$ cat config.mk
export PLATFORM = sky130hd
export DESIGN_NAME = pc_fetch_unit
export DESIGN_NICKNAME = d
export VERILOG_FILES = /design/src/rtl/pc_fetch_unit.sv
export SDC_FILE = /design/constraint.sdc
export NUM_CORES = 1
export LEC_CHECK = 0
export ABC_AREA = 1
export CAP_MARGIN = 25
export CORE_ASPECT_RATIO = 1.1
export CORE_UTILIZATION = 40
export CTS_CLUSTER_DIAMETER = 80
export CTS_CLUSTER_SIZE = 25
export DETAILED_ROUTE_END_ITERATION = 8
export PLACE_DENSITY = 0.75
export SLEW_MARGIN = 20
export SYNTH_ARGS = -nofsm -noshare
export SYNTH_HDL_FRONTEND = slang
export SYNTH_SLANG_ARGS = --single-unit
$ cat constraint.sdc
create_clock -name clk -period 4.01 [get_ports clk]
set_input_delay 0.802 -clock clk [delete_from_list [all_inputs] [get_ports clk]]
set_output_delay 0.802 -clock clk [all_outputs]
set_load 0.02 [all_outputs]
$ cat src/rtl/pc_fetch_unit.sv
// Program counter and next-PC selection for the single-cycle datapath, with a BOOT/RUN/TRAP sequencer.
// Optional performance counters are built when PC_FETCH_PERF_CNT_EN is defined.
module pc_fetch_unit #(
  parameter logic [31:0] RESET_PC         = 32'h0000_0000,
  parameter bit          TRAP_ON_MISALIGN = 1'b1
) (
  input  logic        clk,
  input  logic        reset,
  input  logic        stall,
  input  logic        imem_valid,
  input  logic        branch,
  input  logic        branch2,
  input  logic        branch3,
  input  logic        jump,
  input  logic        jumpreg,
  input  logic        alu_zero,
  input  logic        alu_neg,
  input  logic [31:0] imm_ext,
  input  logic [25:0] jtarget,
  input  logic [31:0] rs_data,
  output logic [31:0] pc,
  output logic [31:0] pc_plus4,
  output logic        fetch_req,
  output logic        br_taken,
  output logic        trap,
  output logic [31:0] retired_cnt,
  output logic [31:0] taken_cnt
);

  localparam logic [1:0] ST_BOOT = 2'd0;
  localparam logic [1:0] ST_RUN  = 2'd1;
  localparam logic [1:0] ST_TRAP = 2'd2;

  logic [1:0]  state_q, state_d;
  logic [31:0] pc_q, pc_d;
  logic [31:0] br_target, j_target, jr_target, next_pc;
  logic        advance, misaligned, enter_trap;

  always_comb begin
    br_taken = 1'b0;
    unique case ({branch, branch2, branch3})
      3'b100:  br_taken = alu_zero;
      3'b110:  br_taken = ~alu_neg;
      3'b010:  br_taken = ~alu_neg & ~alu_zero;
      3'b101:  br_taken = alu_neg | alu_zero;
      3'b001:  br_taken = alu_neg;
      3'b111:  br_taken = ~alu_zero;
      default: br_taken = 1'b0;
    endcase
  end

  assign pc_plus4   = pc_q + 32'd4;
  assign br_target  = pc_plus4 + (imm_ext << 2);
  assign j_target   = {pc_plus4[31:28], jtarget, 2'b00};
  assign misaligned = (rs_data[1:0] != 2'b00);
  assign jr_target  = TRAP_ON_MISALIGN ? rs_data : {rs_data[31:2], 2'b00};

  always_comb begin
    if (jumpreg)       next_pc = jr_target;
    else if (jump)     next_pc = j_target;
    else if (br_taken) next_pc = br_target;
    else               next_pc = pc_plus4;
  end

  assign advance    = (state_q == ST_RUN) & imem_valid & ~stall;
  // A misaligned jr freezes the PC at the offending instruction instead of jumping.
  assign enter_trap = advance & jumpreg & misaligned & TRAP_ON_MISALIGN;

  always_comb begin
    state_d = state_q;
    pc_d    = pc_q;
    unique case (state_q)
      ST_BOOT: state_d = ST_RUN;
      ST_RUN: begin
        if (enter_trap)   state_d = ST_TRAP;
        else if (advance) pc_d    = next_pc;
      end
      ST_TRAP: state_d = ST_TRAP;
      default: state_d = ST_BOOT;
    endcase
  end

  always_ff @(posedge clk) begin
    if (reset) begin
      state_q <= ST_BOOT;
      pc_q    <= RESET_PC;
    end else begin
      state_q <= state_d;
      pc_q    <= pc_d;
    end
  end

  assign pc        = pc_q;
  assign fetch_req = (state_q == ST_RUN);
  assign trap      = (state_q == ST_TRAP);

`ifdef PC_FETCH_PERF_CNT_EN
  logic [31:0] retired_q, taken_q;

  always_ff @(posedge clk) begin
    if (reset) begin
      retired_q <= 32'h0;
      taken_q   <= 32'h0;
    end else if (advance) begin
      retired_q <= retired_q + 32'd1;
      if (br_taken | jump | jumpreg) taken_q <= taken_q + 32'd1;
    end
  end

  assign retired_cnt = retired_q;
  assign taken_cnt   = taken_q;
`else
  assign retired_cnt = 32'h0;
  assign taken_cnt   = 32'h0;
`endif

endmodule

Yosys cells after proc, flatten, opt, wreduce, memory -nomap -nowiden
Index checks and enable logic that the tools add are counted.
{"block": "classes", "div_mod_pow": 0, "n_reduce_logical": 3, "n_eq_ne": 9, "muxes": 6, "shift": 0, "n_bitwise": 10, "n_mul": 0, "add_sub_neg": 2, "order_cmp": 0}
{"cell": "two-way mux 32 bit", "count": 3}
{"cell": "adder 32 x 3 -> 32 bit, second input constant", "count": 1}
{"cell": "adder 32 bit", "count": 1}
{"cell": "== test 3 bit, second input constant", "count": 4}
{"cell": "case mux 1 bit (6 select lines)", "count": 1}
{"cell": "case mux 2 bit (3 select lines)", "count": 1}
{"cell": "AND 1 bit", "count": 5}
{"cell": "NOT 1 bit", "count": 4}
{"cell": "== test 3 x 1 -> 1 bit, second input constant", "count": 1}
{"cell": "== test 3 x 2 -> 1 bit, second input constant", "count": 1}
{"cell": "AND reduction 3 bit", "count": 1}
{"cell": "== test 2 x 1 -> 1 bit, second input constant", "count": 1}
{"cell": "== test 2 bit, second input constant", "count": 1}
{"cell": "logical NOT 2 bit", "count": 1}
{"cell": "two-way mux 2 bit", "count": 1}
{"cell": "inequality test 2 x 1 -> 1 bit, second input constant", "count": 1}
{"cell": "nonzero test 2 bit", "count": 1}
{"cell": "bitwise OR 1 bit", "count": 1}
{"block": "word_totals", "output_inout_bits": 131, "mem_bits_ro": 0, "reg_bits": 34, "inputBits": 101, "wordCells": 32, "memories": 0, "ramBits": 0, "latch_bits": 0}

Longest topological paths before layout
{"block": "logic_depth", "word_depth": 7, "mapped_depth": 25, "depth_no_buf": 25}

Worst setup path after synthesis
No wires, ideal clock.
{"block": "synth_timing", "path_type": "register -> register", "start": "register pc_q[2] (netlist: pc[2])", "end": "register pc_q[29] (netlist: pc[29])", "path_buffers": 0, "stages_incl_launch_ff": 20, "t_required_ns": 3.876, "path_slack_ns": 0.891, "synth_period_minus_slack_ns": 3.119, "arrival_ns": 2.985, "setup_ns": 0.134, "cell_sequence": "dfxtp_1 ha_1 nand2_1 nor2_2 nand2_2 nor3_2 xor2_1 ha_1 a21oi_1 nor2_1 nor2_1 nand2_1 a21oi_1 nand2_1 nand2_1 nand3_1 nand2_1 nand2_1 nand2_1 a21oi_1"}
{"block": "synth_via", "elab_chain_cells": 5}
{"item": "start, declared", "line_no": "35", "rtl": "logic [31:0] pc_q, pc_d;"}
{"item": "start signal, assigned", "line_no": "89", "rtl": "pc_q <= pc_d;"}
{"item": "adder 32 x 3 -> 32 bit", "line_no": "52", "rtl": "assign pc_plus4 = pc_q + 32'd4;"}
{"item": "net pc_plus4[26]", "line_no": "22", "rtl": "output logic [31:0] pc_plus4,"}
{"item": "adder 32 bit", "line_no": "53", "rtl": "assign br_target = pc_plus4 + (imm_ext << 2);"}
{"item": "two-way mux 32 bit", "line_no": "61", "rtl": "else if (br_taken) next_pc = br_target;"}
{"item": "two-way mux 32 bit", "line_no": "60", "rtl": "else if (jump) next_pc = j_target;"}
{"item": "two-way mux 32 bit", "line_no": "59", "rtl": "if (jumpreg) next_pc = jr_target;"}
The timed path passes the listed nets, and every way through them passes these cells.
A chain may end at the register's enable or synchronous reset.

Worst setup path after layout
{"block": "layout_timing", "start": "register pc_q[2] (netlist: pc[2])", "end": "output port pc_plus4[26]"}
{"block": "layout_via", "elab_chain_cells": 1}
{"item": "adder 32 x 3 -> 32 bit", "line_no": "52"}
{"item": "end, declared", "line_no": "22"}
Every way passes these cells.

==> impl_metrics.prom <==
# TYPE chip_impl_metric gauge
chip_impl_metric{name="cts_hold_buf",unit=""} 0
chip_impl_metric{name="power.static_leakage",unit="uW"} 0.00365
chip_impl_metric{name="final.fill_count",unit=""} 1481
chip_impl_metric{name="antenna_cells_inserted",unit=""} 0
chip_impl_metric{name="htreeDepth",unit=""} 2
chip_impl_metric{name="clock_power_share",unit="%"} 29.4
chip_impl_metric{name="worst_setup_hold_path_clk_slew",unit="ns"} 0.06
chip_impl_metric{name="wl_met2",unit="um"} 9240
chip_impl_metric{name="cts-resized-gates",unit=""} 0
chip_impl_info{name="path_class",value="reg2out"} 1
chip_impl_metric{name="grt_antenna_before_repair",unit=""} 0
chip_impl_metric{name="num-nets-final",unit=""} 1336
chip_impl_metric{name="seqCellArea",unit="um2"} 681
chip_impl_metric{name="first_global_vias",unit=""} 6070
chip_impl_metric{name="numClockSinks",unit=""} 34
chip_impl_metric{name="rows",unit=""} 45
chip_impl_metric{name="clock-skew-final",unit="ns"} 0.00561
chip_impl_metric{name="finalHoldWorstSlack",unit="ns"} 0.480
chip_impl_metric{name="syn-mean-instance-area",unit="um2"} 5.48
chip_impl_metric{name="synthesis.area",unit="um2"} 5690
chip_impl_info{name="critical_path.startpoint_type",value="register"} 1
chip_impl_metric{name="hold_viol",unit=""} 0
chip_impl_info{name="synth_top_family_by_area",value="simple AND/OR/NAND/NOR gates"} 1
chip_impl_info{name="mostFrequentLayoutCell",value="sky130_fd_sc_hd__nand2_1"} 1
chip_impl_metric{name="drt-vias-per-instance",unit=""} 4.85
chip_impl_metric{name="share_seq_of_total_power",unit="%"} 26.1
chip_impl_metric{name="wire_length_of_the_first_global_routing_pass",unit="um"} 30900
chip_impl_metric{name="num_vias",unit=""} 6716
chip_impl_metric{name="overflow",unit=""} 0
chip_impl_info{name="final_cell_mix",value="sky130_fd_sc_hd__nand2_1 (341), sky130_fd_sc_hd__clkdlybuf4s50_1 (165), sky130_fd_sc_hd__inv_1 (146)"} 1
chip_impl_metric{name="post_synth_mux_area_share",unit="%"} 0
chip_impl_metric{name="post_synth_and_or_nand_nor_area_fraction",unit="%"} 41.8
chip_impl_metric{name="drive_gt1_share",unit="%"} 4.10
chip_impl_info{name="min-delay-path-class",value="reg2reg"} 1
chip_impl_metric{name="power.switching",unit="uW"} 558
chip_impl_metric{name="place_area",unit="um2"} 7290
chip_impl_metric{name="core_region_area",unit="um2"} 13900
chip_impl_info{name="highest_layer",value="met4"} 1
chip_impl_metric{name="seq_area_frac_synth",unit="%"} 12.0
chip_impl_metric{name="critPathRequiredTime",unit="ns"} 3.21
chip_impl_metric{name="slew_viol_final",unit=""} 0
chip_impl_info{name="tritoncts",value="yes"} 1
chip_impl_info{name="critPathCaptureType",value="output port"} 1
chip_impl_metric{name="area_of_the_die",unit="um2"} 14700
chip_impl_info{name="synth_top_flop_cell",value="sky130_fd_sc_hd__dfxtp_1"} 1
chip_impl_metric{name="grt_max_degree",unit=""} 50
chip_impl_metric{name="met3_length",unit="um"} 1430
chip_impl_metric{name="gpl.final_weighted_congestion",unit=""} 0.932
chip_impl_metric{name="netSwitchingFraction",unit="%"} 38.3
chip_impl_info{name="cts_root_buf",value="sky130_fd_sc_hd__clkbuf_16"} 1
chip_impl_metric{name="firstDrtPassIters",unit=""} 5
chip_impl_metric{name="grt.total_usage",unit="%"} 27.3
chip_impl_metric{name="post-dp-hpwl",unit="um"} 16800
chip_impl_metric{name="synthAdderAreaFrac",unit="%"} 8.92
chip_impl_metric{name="worst-slew-pin-transition",unit="ns"} 0.821
chip_impl_metric{name="power.density_cell_area",unit="nW/um2"} 196
chip_impl_metric{name="post-route-min-period",unit="ns"} 3.61
chip_impl_metric{name="timing.final.setup_violations",unit=""} 0
chip_impl_metric{name="post-cts-setup-buffers",unit=""} 0
chip_impl_metric{name="clock_path_buffers",unit=""} 2
chip_impl_info{name="run_status",value="complete, no violations"} 1
chip_impl_metric{name="ios",unit=""} 232
chip_impl_metric{name="fp.dieH",unit="um"} 127
chip_impl_metric{name="synth_edf_count",unit=""} 0
chip_impl_info{name="grt_setup_unrepaired",value="no"} 1
chip_impl_metric{name="setup-tns-final",unit="ns"} 0
chip_impl_metric{name="clk-insertion-delay-late",unit="ns"} 0.29
chip_impl_metric{name="ir_drop",unit="V"} 0.000187
chip_impl_metric{name="synth.lib_cells_used.distinct",unit=""} 40
chip_impl_metric{name="fraction_of_the_mapped_netlist_area_in_compound_gates",unit="%"} 12.9
chip_impl_metric{name="timing.final.crit_share",unit="%"} 90.0
chip_impl_metric{name="critPathArrivalTime",unit="ns"} 2.81
chip_impl_metric{name="syn_inst",unit=""} 1039
chip_impl_metric{name="m1WireLength",unit="um"} 8830
chip_impl_metric{name="drtAntennaViolNets",unit=""} 0
chip_impl_metric{name="remaining_drcs",unit=""} 0
chip_impl_metric{name="max_cap_violations",unit=""} 0
chip_impl_metric{name="area_growth",unit="%"} 30.9
chip_impl_metric{name="slew-limit-headroom",unit="%"} 45.2
chip_impl_metric{name="worst-path-max-fanout",unit=""} 6
chip_impl_metric{name="floorplan.initialDensity",unit="%"} 41.1
chip_impl_metric{name="final_area",unit="um2"} 7450
chip_impl_metric{name="max_freq",unit="MHz"} 277
chip_impl_metric{name="detailedRoute.firstIterationViolations",unit=""} 544
chip_impl_metric{name="detail_route.wirelength",unit="um"} 20100
chip_impl_metric{name="synth_xor_area_share",unit="%"} 4.00
chip_impl_metric{name="ff2ff_setup_slack",unit="ns"} 0.46
chip_impl_metric{name="power.share.combinational",unit="%"} 44.4
chip_impl_metric{name="cellInternalPower",unit="uW"} 899
chip_impl_metric{name="cts_inserted_buffers",unit=""} 5
chip_impl_metric{name="port_buffers",unit=""} 165
chip_impl_metric{name="die_width",unit="um"} 116
chip_impl_metric{name="synthArstFlopShare",unit="%"} 0
chip_impl_metric{name="postSynthRegisterBits",unit=""} 34
chip_impl_metric{name="detail_route.wl_per_cell",unit="um"} 14.6
chip_impl_metric{name="yosysWarningCount",unit=""} 0
chip_impl_metric{name="multi_input_comb_area",unit="um2"} 4090
[worst max-delay path, stage by stage (launching register included)]
cell and delay (ns):
sky130_fd_sc_hd__dfxtp_1 0.46, sky130_fd_sc_hd__ha_1 0.29, sky130_fd_sc_hd__nand2_1 0.09, sky130_fd_sc_hd__nor2_2 0.25, sky130_fd_sc_hd__nand2_2 0.14, sky130_fd_sc_hd__nor3_2 0.24, sky130_fd_sc_hd__xor2_1 0.28, sky130_fd_sc_hd__buf_4 0.18
sky130_fd_sc_hd__clkdlybuf4s50_1 0.59
[power groups by stage]
stage	sequential (uW)	combinational, uW	clock (uW)
final	381	647	429
after global routing	384	710	449
after detailed placement	388	637	0
after floorplan	395	418	0
after global placement	388	633	0
after CTS	381	641	433
[cells by family (layout without fill, tap and decap cells)]
| kind of cell | Yosys count | count (layout) |
|---|---|---|
| xor gates and xnor gates | 26 | 26 |
| and+or+nand+nor | 570 | 570 |
| buffers and inverters | 238 | 332 |
| other | 1 | 64 |
| adders and majority gates | 40 | 40 |
| AOI/OAI and AO/OA | 130 | 130 |
| DFF | 34 | 34 |
[metrics by stage]
stage,utilization [%],worst slack [ns],std cells,total power (uW)
after CTS,53.8,0.424,1384,1450
after global placement,52.6,0.649,1376,1020
after global routing,53.8,0.0469,1384,1540
final,53.8,0.399,1384,1460
after floorplan,-,0.891,1102,814
after detailed placement,52.6,0.592,1376,1020
[cell usage after synthesis, types with 2 or more instances]
cell / instances / share of area [%]
sky130_fd_sc_hd__o21ai_0: 24 / 2.1
sky130_fd_sc_hd__nand4_1: 9 / 0.99
sky130_fd_sc_hd__nor3_2: 3 / 0.53
sky130_fd_sc_hd__nor2_2: 6 / 0.66
sky130_fd_sc_hd__nand3b_1: 2 / 0.26
sky130_fd_sc_hd__nand3_1: 62 / 5.5
sky130_fd_sc_hd__clkbuf_1: 13 / 0.86
sky130_fd_sc_hd__inv_1: 146 / 9.6
sky130_fd_sc_hd__clkinv_1: 2 / 0.13
sky130_fd_sc_hd__a21oi_2: 2 / 0.31
sky130_fd_sc_hd__buf_4: 68 / 9.0
sky130_fd_sc_hd__o211ai_1: 14 / 1.8
sky130_fd_sc_hd__o21bai_1: 4 / 0.53
sky130_fd_sc_hd__nand2_1: 341 / 22
sky130_fd_sc_hd__a221oi_1: 2 / 0.31
sky130_fd_sc_hd__ha_1: 39 / 8.6
sky130_fd_sc_hd__nor2_4: 3 / 0.59
sky130_fd_sc_hd__nand2_2: 5 / 0.55
sky130_fd_sc_hd__nor2_1: 114 / 7.5
sky130_fd_sc_hd__a21oi_1: 76 / 6.7
sky130_fd_sc_hd__nor3_1: 13 / 1.1
sky130_fd_sc_hd__dfxtp_1: 34 / 12
sky130_fd_sc_hd__xnor2_1: 10 / 1.5
sky130_fd_sc_hd__or2_2: 5 / 0.55
sky130_fd_sc_hd__buf_2: 6 / 0.53
sky130_fd_sc_hd__a21o_1: 3 / 0.40
sky130_fd_sc_hd__and2_1: 2 / 0.22
sky130_fd_sc_hd__nand3_2: 2 / 0.35
sky130_fd_sc_hd__inv_2: 3 / 0.20
sky130_fd_sc_hd__xor2_1: 16 / 2.5
[sequential cells by signal, indices dropped and copies added (netlist names)]
register / flops
pc: 32
state_q: 2
[routing by layer]
metal	GRT usage, %	vias up
met5	0	-
met2	45.9	294
met1	36.2	2948
li1	-	3433
met3	2.51	41
met4	9.95	0
[path summary, 6_finish.rpt]
path / start / end / cells past startpoint
worst max-delay path: pc[2] / pc_plus4[26] / 8
worst min-delay path: pc[0] / pc[0] / 2
worst min register to register: pc[0] / pc[0] / 2
worst max register to register: pc[2] / pc[16] / 18
[area by class of cell]
| class | count | area share (%) |
|---|---|---|
| Multi-Input combinational cell | 830 | 54.9 |
| Timing Repair Buffer | 173 | 23.0 |
| Sequential cell | 34 | 9.13 |
| Inverter | 151 | 7.60 |
| Tap cell | 188 | 3.16 |
| Clock buffer | 8 | 2.23 |
Power figures use the tool's default switching activity.
==> RTL change 1 (same settings) <==
The option `PC_FETCH_PERF_CNT_EN` is turned on by a define.
--- a/src/rtl/pc_fetch_unit.sv
+++ b/src/rtl/pc_fetch_unit.sv
@@ -1,5 +1,7 @@
 // Program counter and next-PC selection for the single-cycle datapath, with a BOOT/RUN/TRAP sequencer.
 // Optional performance counters are built when PC_FETCH_PERF_CNT_EN is defined.
+`define PC_FETCH_PERF_CNT_EN
+
 module pc_fetch_unit #(
   parameter logic [31:0] RESET_PC         = 32'h0000_0000,
   parameter bit          TRAP_ON_MISALIGN = 1'b1
Check against the original RTL: not equivalent (a bounded check fails within 4 cycles, from zero or initial values and one cycle with reset high).
==> RTL change 1 against the original RTL <==
Sequential cell count increased by 64. First-iteration DRC count increased by 21%. Count of clock-buffer cells in the layout increased by 1. Global-route usage increased by 0.24 points. Combinational power increased by 33%. Synthesized area increased by 50%. Final area increased by 54%. Total power increased by 98%. Hold slack improved by 0.013 ns. Wire length increased by 52%. Synthesized cell count increased by 39%. Worst setup slack improved by 0.078 ns. Maximum frequency increased by 2.2%.
==> RTL change 1: results (changes against the original RTL) <==
| Metric | Value |
|---|---|
| Top cells by area, synth | dfxtp_1 (23%), nand2_1 (20%), a21oi_1 (7.7%), inv_1 (7.5%), nor2_1 (7.3%) |
| Top Layer Used | met4 |
| Critical-path maximum fanout | 9 (+3) |
| Post-synth ARST share | 0% (unchanged) |
| Clock transition at path regs | 0.08 ns (+0.02 ns) |
| Worst r2r path cells | 21 (+3) |
| Metal2 WL | 14600 um (+58%) |
| H-tree levels | 3 (+1) |
| R2R setup slack | 0.52 ns (+0.06 ns) |
| Int Pwr | 0.00192 W (+110%) |
| CTS max path bufs | 2 (unchanged) |
| RD Place Congestion | 0.995 (+6.8%) |
| Num CTS Buffers | 9 (+4) |
| Delay of the slowest cell on the worst path | 0.67 ns (+0.08 ns) |
| Max_slew headroom | 36.1% (-9.0 points) |
| Metal-1 WL | 12700 um (+44%) |
| Fin nets | 1801 (+35%) |
| Worst Setup SP | pc[4] |
| Via count | 9991 (+49%) |
| Later-pin clock latency in the skew report | 0.35 ns (+0.06 ns) |
| End of the worst register-to-register path | pc[27] |
| TritonRoute pass-1 iters | 5 (unchanged) |
| Post-Synthesis Net Count | approximately 1600 |
| Initial antenna violation count | 2 (+2) |
| CP arrival | 2.73 ns (-0.08 ns) |
| First-pass GRT wire length | 47600 um (+54%) |
| Root Driver | clkbuf_16 |
| Vias in the first global route | 9169 (+51%) |
| Slowest CP cell | clkdlybuf4s50_1 |
| Min-delay src | taken_cnt[31] |
| FF-to-FF Start | pc[3] |
| Post-cts resize count | 0 (unchanged) |
| DP HPWL | 24800 um (+48%) |
| Sequential share of the synthesized area | 22.9% (+11 points) |
| Endpoint, Worst Hold | taken_cnt[31] |
| Layout cells sized above 1 | 4.81% (+0.71 points) |
| Outcome | completed |
| Delay-heaviest family, CP | simple AND/OR/NAND/NOR gates |
| Worst Hold Class | register to register |
| Share of total power in combinational logic | 29.8% (-15 points) |
| Clock power share | 33.6% (+4.2 points) |
| Yosys warning total | 0 (unchanged) |
| Postcts setup bufs | 0 (unchanged) |
| PortBufs | 229 (+39%) |
| Largest net degree at the start of global routing | 64 (+28%) |
| Synth top cells by count | nand2_1 (453), inv_1 (171), nor2_1 (166) |
| Fill count | 2119 (+43%) |
| Overall Global Routing Usage | 27.6% (+0.24 points) |
| Metal3 WL | 2680 um (+87%) |
| Worst vdd ir | 189 uV (+1.2%) |
| Layout Skew | 0.0130 ns (+0.00737 ns) |
| Pleak | 4.88 nW (+34%) |
| Netlist cell types | 46 (+15%) |
| Iteration-0 DRC Markers | 657 (+21%) |
| Final wirelength | 30700 um (+52%) |
| Hold Path Stages | 2 (unchanged) |
| CP endpoint | pc_plus4[25] |
## RTL change 1: cell types whose count changed in the layout (fill, tap and decap cells not counted), sizes merged, moves of 12 or more
cell,unedited run,this run
clkdlybuf4s50,165,228
conb,64,0
a21oi,78,136
o21ai,25,50
nand2,347,464
inv,149,180
dfxtp,34,98
o211ai,15,2
nand4,9,26
nor3,16,37
nor2,123,186
nand3,64,76
xor2,16,43
## RTL change 1: cells by family (layout without fill, tap and decap cells)
group,Yosys count,after routing,share of synthesized area [%]
compound gates,217,217,13.8
simple gates,817,817,41.6
xor+xnor,57,57,5.83
flops,98,98,22.9
buf+inv,213,432,9.62
fa+ha+maj,42,42,6.22
other cells,0,1,0
## RTL change 1: per-stage QoR
step / cell area, um^2 / cells / power, W / hold slack, ns / setup slack, ns
floorplan: 8570 / 1444 / 0.00156 / 0.474 / 0.907
global route: 11500 / 1948 / 0.00304 / 0.528 / 0.284
global placement: 11100 / 1932 / 0.00191 / 0.471 / 0.702
CTS: 11500 / 1948 / 0.00290 / 0.495 / 0.506
detailed placement: 11100 / 1932 / 0.00192 / 0.483 / 0.640
finish: 11500 / 1949 / 0.00289 / 0.494 / 0.477
## RTL change 1: cell type report
type | count | share of cell area, %
Inverter | 177 | 5.79
Multi-Input combinational cell | 1133 | 50.4
Clock inverter | 7 | 0.927
Timing Repair Buffer | 239 | 20.7
Tap cell | 285 | 3.11
Antenna cell | 1 | 0.0218
Sequential cell | 98 | 17.1
Clock buffer | 9 | 1.96
## RTL change 1: routing by layer
| metal | vias to the layer above | GRT usage [%] |
|---|---|---|
| met4 | 0 | 8.50 |
| met1 | 4525 | 34.0 |
| met3 | 41 | 5.97 |
| met5 | - | 0 |
| met2 | 360 | 47.7 |
| li1 | 5065 | - |
==> RTL change 2 (config.mk and constraints unchanged) <==
Made on the original files. Register the input `jtarget` before use, without a reset. The logic sees it one clock later. The other inputs are not delayed to match.
--- a/src/rtl/pc_fetch_unit.sv
+++ b/src/rtl/pc_fetch_unit.sv
@@ -31,6 +31,12 @@
   localparam logic [1:0] ST_RUN  = 2'd1;
   localparam logic [1:0] ST_TRAP = 2'd2;
 
+  logic [25:0] jtarget_q;
+
+  always_ff @(posedge clk) begin
+    jtarget_q <= jtarget;
+  end
+
   logic [1:0]  state_q, state_d;
   logic [31:0] pc_q, pc_d;
   logic [31:0] br_target, j_target, jr_target, next_pc;
@@ -51,7 +57,7 @@
 
   assign pc_plus4   = pc_q + 32'd4;
   assign br_target  = pc_plus4 + (imm_ext << 2);
-  assign j_target   = {pc_plus4[31:28], jtarget, 2'b00};
+  assign j_target   = {pc_plus4[31:28], jtarget_q, 2'b00};
   assign misaligned = (rs_data[1:0] != 2'b00);
   assign jr_target  = TRAP_ON_MISALIGN ? rs_data : {rs_data[31:2], 2'b00};
 
Function: changed (a bounded check fails within 4 cycles, from zero or initial values and one cycle with reset high).
==> RTL change 2 against the original RTL <==
Cell count grew 5.3%. Register-to-register slack improved by 0.09 ns. Synthesized area increased by 12%. Final area increased by 11%. Wire length increased by 1.4%. Sequential share of layout area rose by 5.3 points. Total power up 57%. Core utilization rose by 0.47 points. Die area increased by 11%. Sequential cell count is 26 higher. Maximum frequency grew 2.6%. Via count is 5.2% higher. Worst setup slack improved by 0.091 ns. Sequential power increased by 78%. Critical endpoint is now pc_plus4[13]. Largest cell class unchanged. Largest power group unchanged.
==> RTL change 2: results (changes against the original RTL) <==
| Metric | Value |
|---|---|
| Synth Area in Compound Gates | 12.0% (-0.92 points) |
| DP HPWL | 17000 um (+1.1%) |
| Layout area overhead | 30.7% |
| CP arrival | 2.72 ns (-0.09 ns) |
| Outcome | completed |
| Invs w/o clock | 163 (+7.9%) |
| Post-Synth XOR/XNOR Area | 3.70% (-0.30 points) |
| Vias in the first global route | 6483 (+6.8%) |
| Worst r2r path cells | 21 (+3) |
| Synth top cells by count | nand2_1 (355), inv_1 (162), nor2_1 (101) |
| H-tree levels | 3 (+1) |
| Mean post-synth cell area | 5.79 um^2 (+5.7%) |
| Non-clk bufs | 174 (+0.58%) |
| Pleak | 4.16 nW (+14%) |
| Sequential share of the synthesized area | 18.9% (+7.0 points) |
| Largest net degree at the start of global routing | 51 (+2.0%) |
| Endpoint, Worst Hold | pc[1] |
| Placed Instance Area | 0.00796 mm^2 (+9.2%) |
| Top cells by area, synth | nand2_1 (21%), dfxtp_1 (19%), inv_1 (9.6%), buf_4 (7.8%), ha_1 (7.7%) |
| Cell Area, Synth | 0.00635 mm^2 (+12%) |
| Iteration-0 DRC Markers | 371 (-32%) |
| Worst slew pin tran | 0.542 ns (-0.280 ns) |
| WL per Instance | 14.0 um (-3.7%) |
| Layout cells sized above 1 | 4.44% (+0.34 points) |
| Hold_ws | 0.480 ns (-0.000679 ns) |
| Overall Global Routing Usage | 25.1% (-2.3 points) |
[RTL change 2: cell types whose count changed in the layout (fill, tap and decap cells not counted), moves of 6 or more]
| cell | before | now |
|---|---|---|
| dfxtp_1 | 34 | 60 |
| inv_1 | 146 | 162 |
| nand2_1 | 341 | 355 |
| nor2_1 | 114 | 101 |
| o211ai_1 | 14 | 2 |
| nand3_1 | 62 | 72 |
| o22ai_1 | 0 | 6 |
| xnor2_1 | 10 | 4 |
[RTL change 2: worst max-delay path: stages (launching register included)]
cell	delay (ns)
dfxtp_1	0.50
nand3_2	0.19
nor2_4	0.19
nand2_4	0.11
nor2_2	0.20
xor2_1	0.48
clkdlybuf4s50_1	0.72
[RTL change 2: power breakdown]
group | switching (W) | total (W) | internal, W
clock network | 0.000267 | 0.000781 | 0.000514
logic | 0.000500 | 0.000834 | 0.000334
registers | 0.0000407 | 0.000679 | 0.000639
[RTL change 2: routing by layer]
metal	track usage, %	share of wire (%)
met1	30.8	43
met2	43.7	48
met3	4.42	6.1
met4	8.20	2.3
met5	0	0
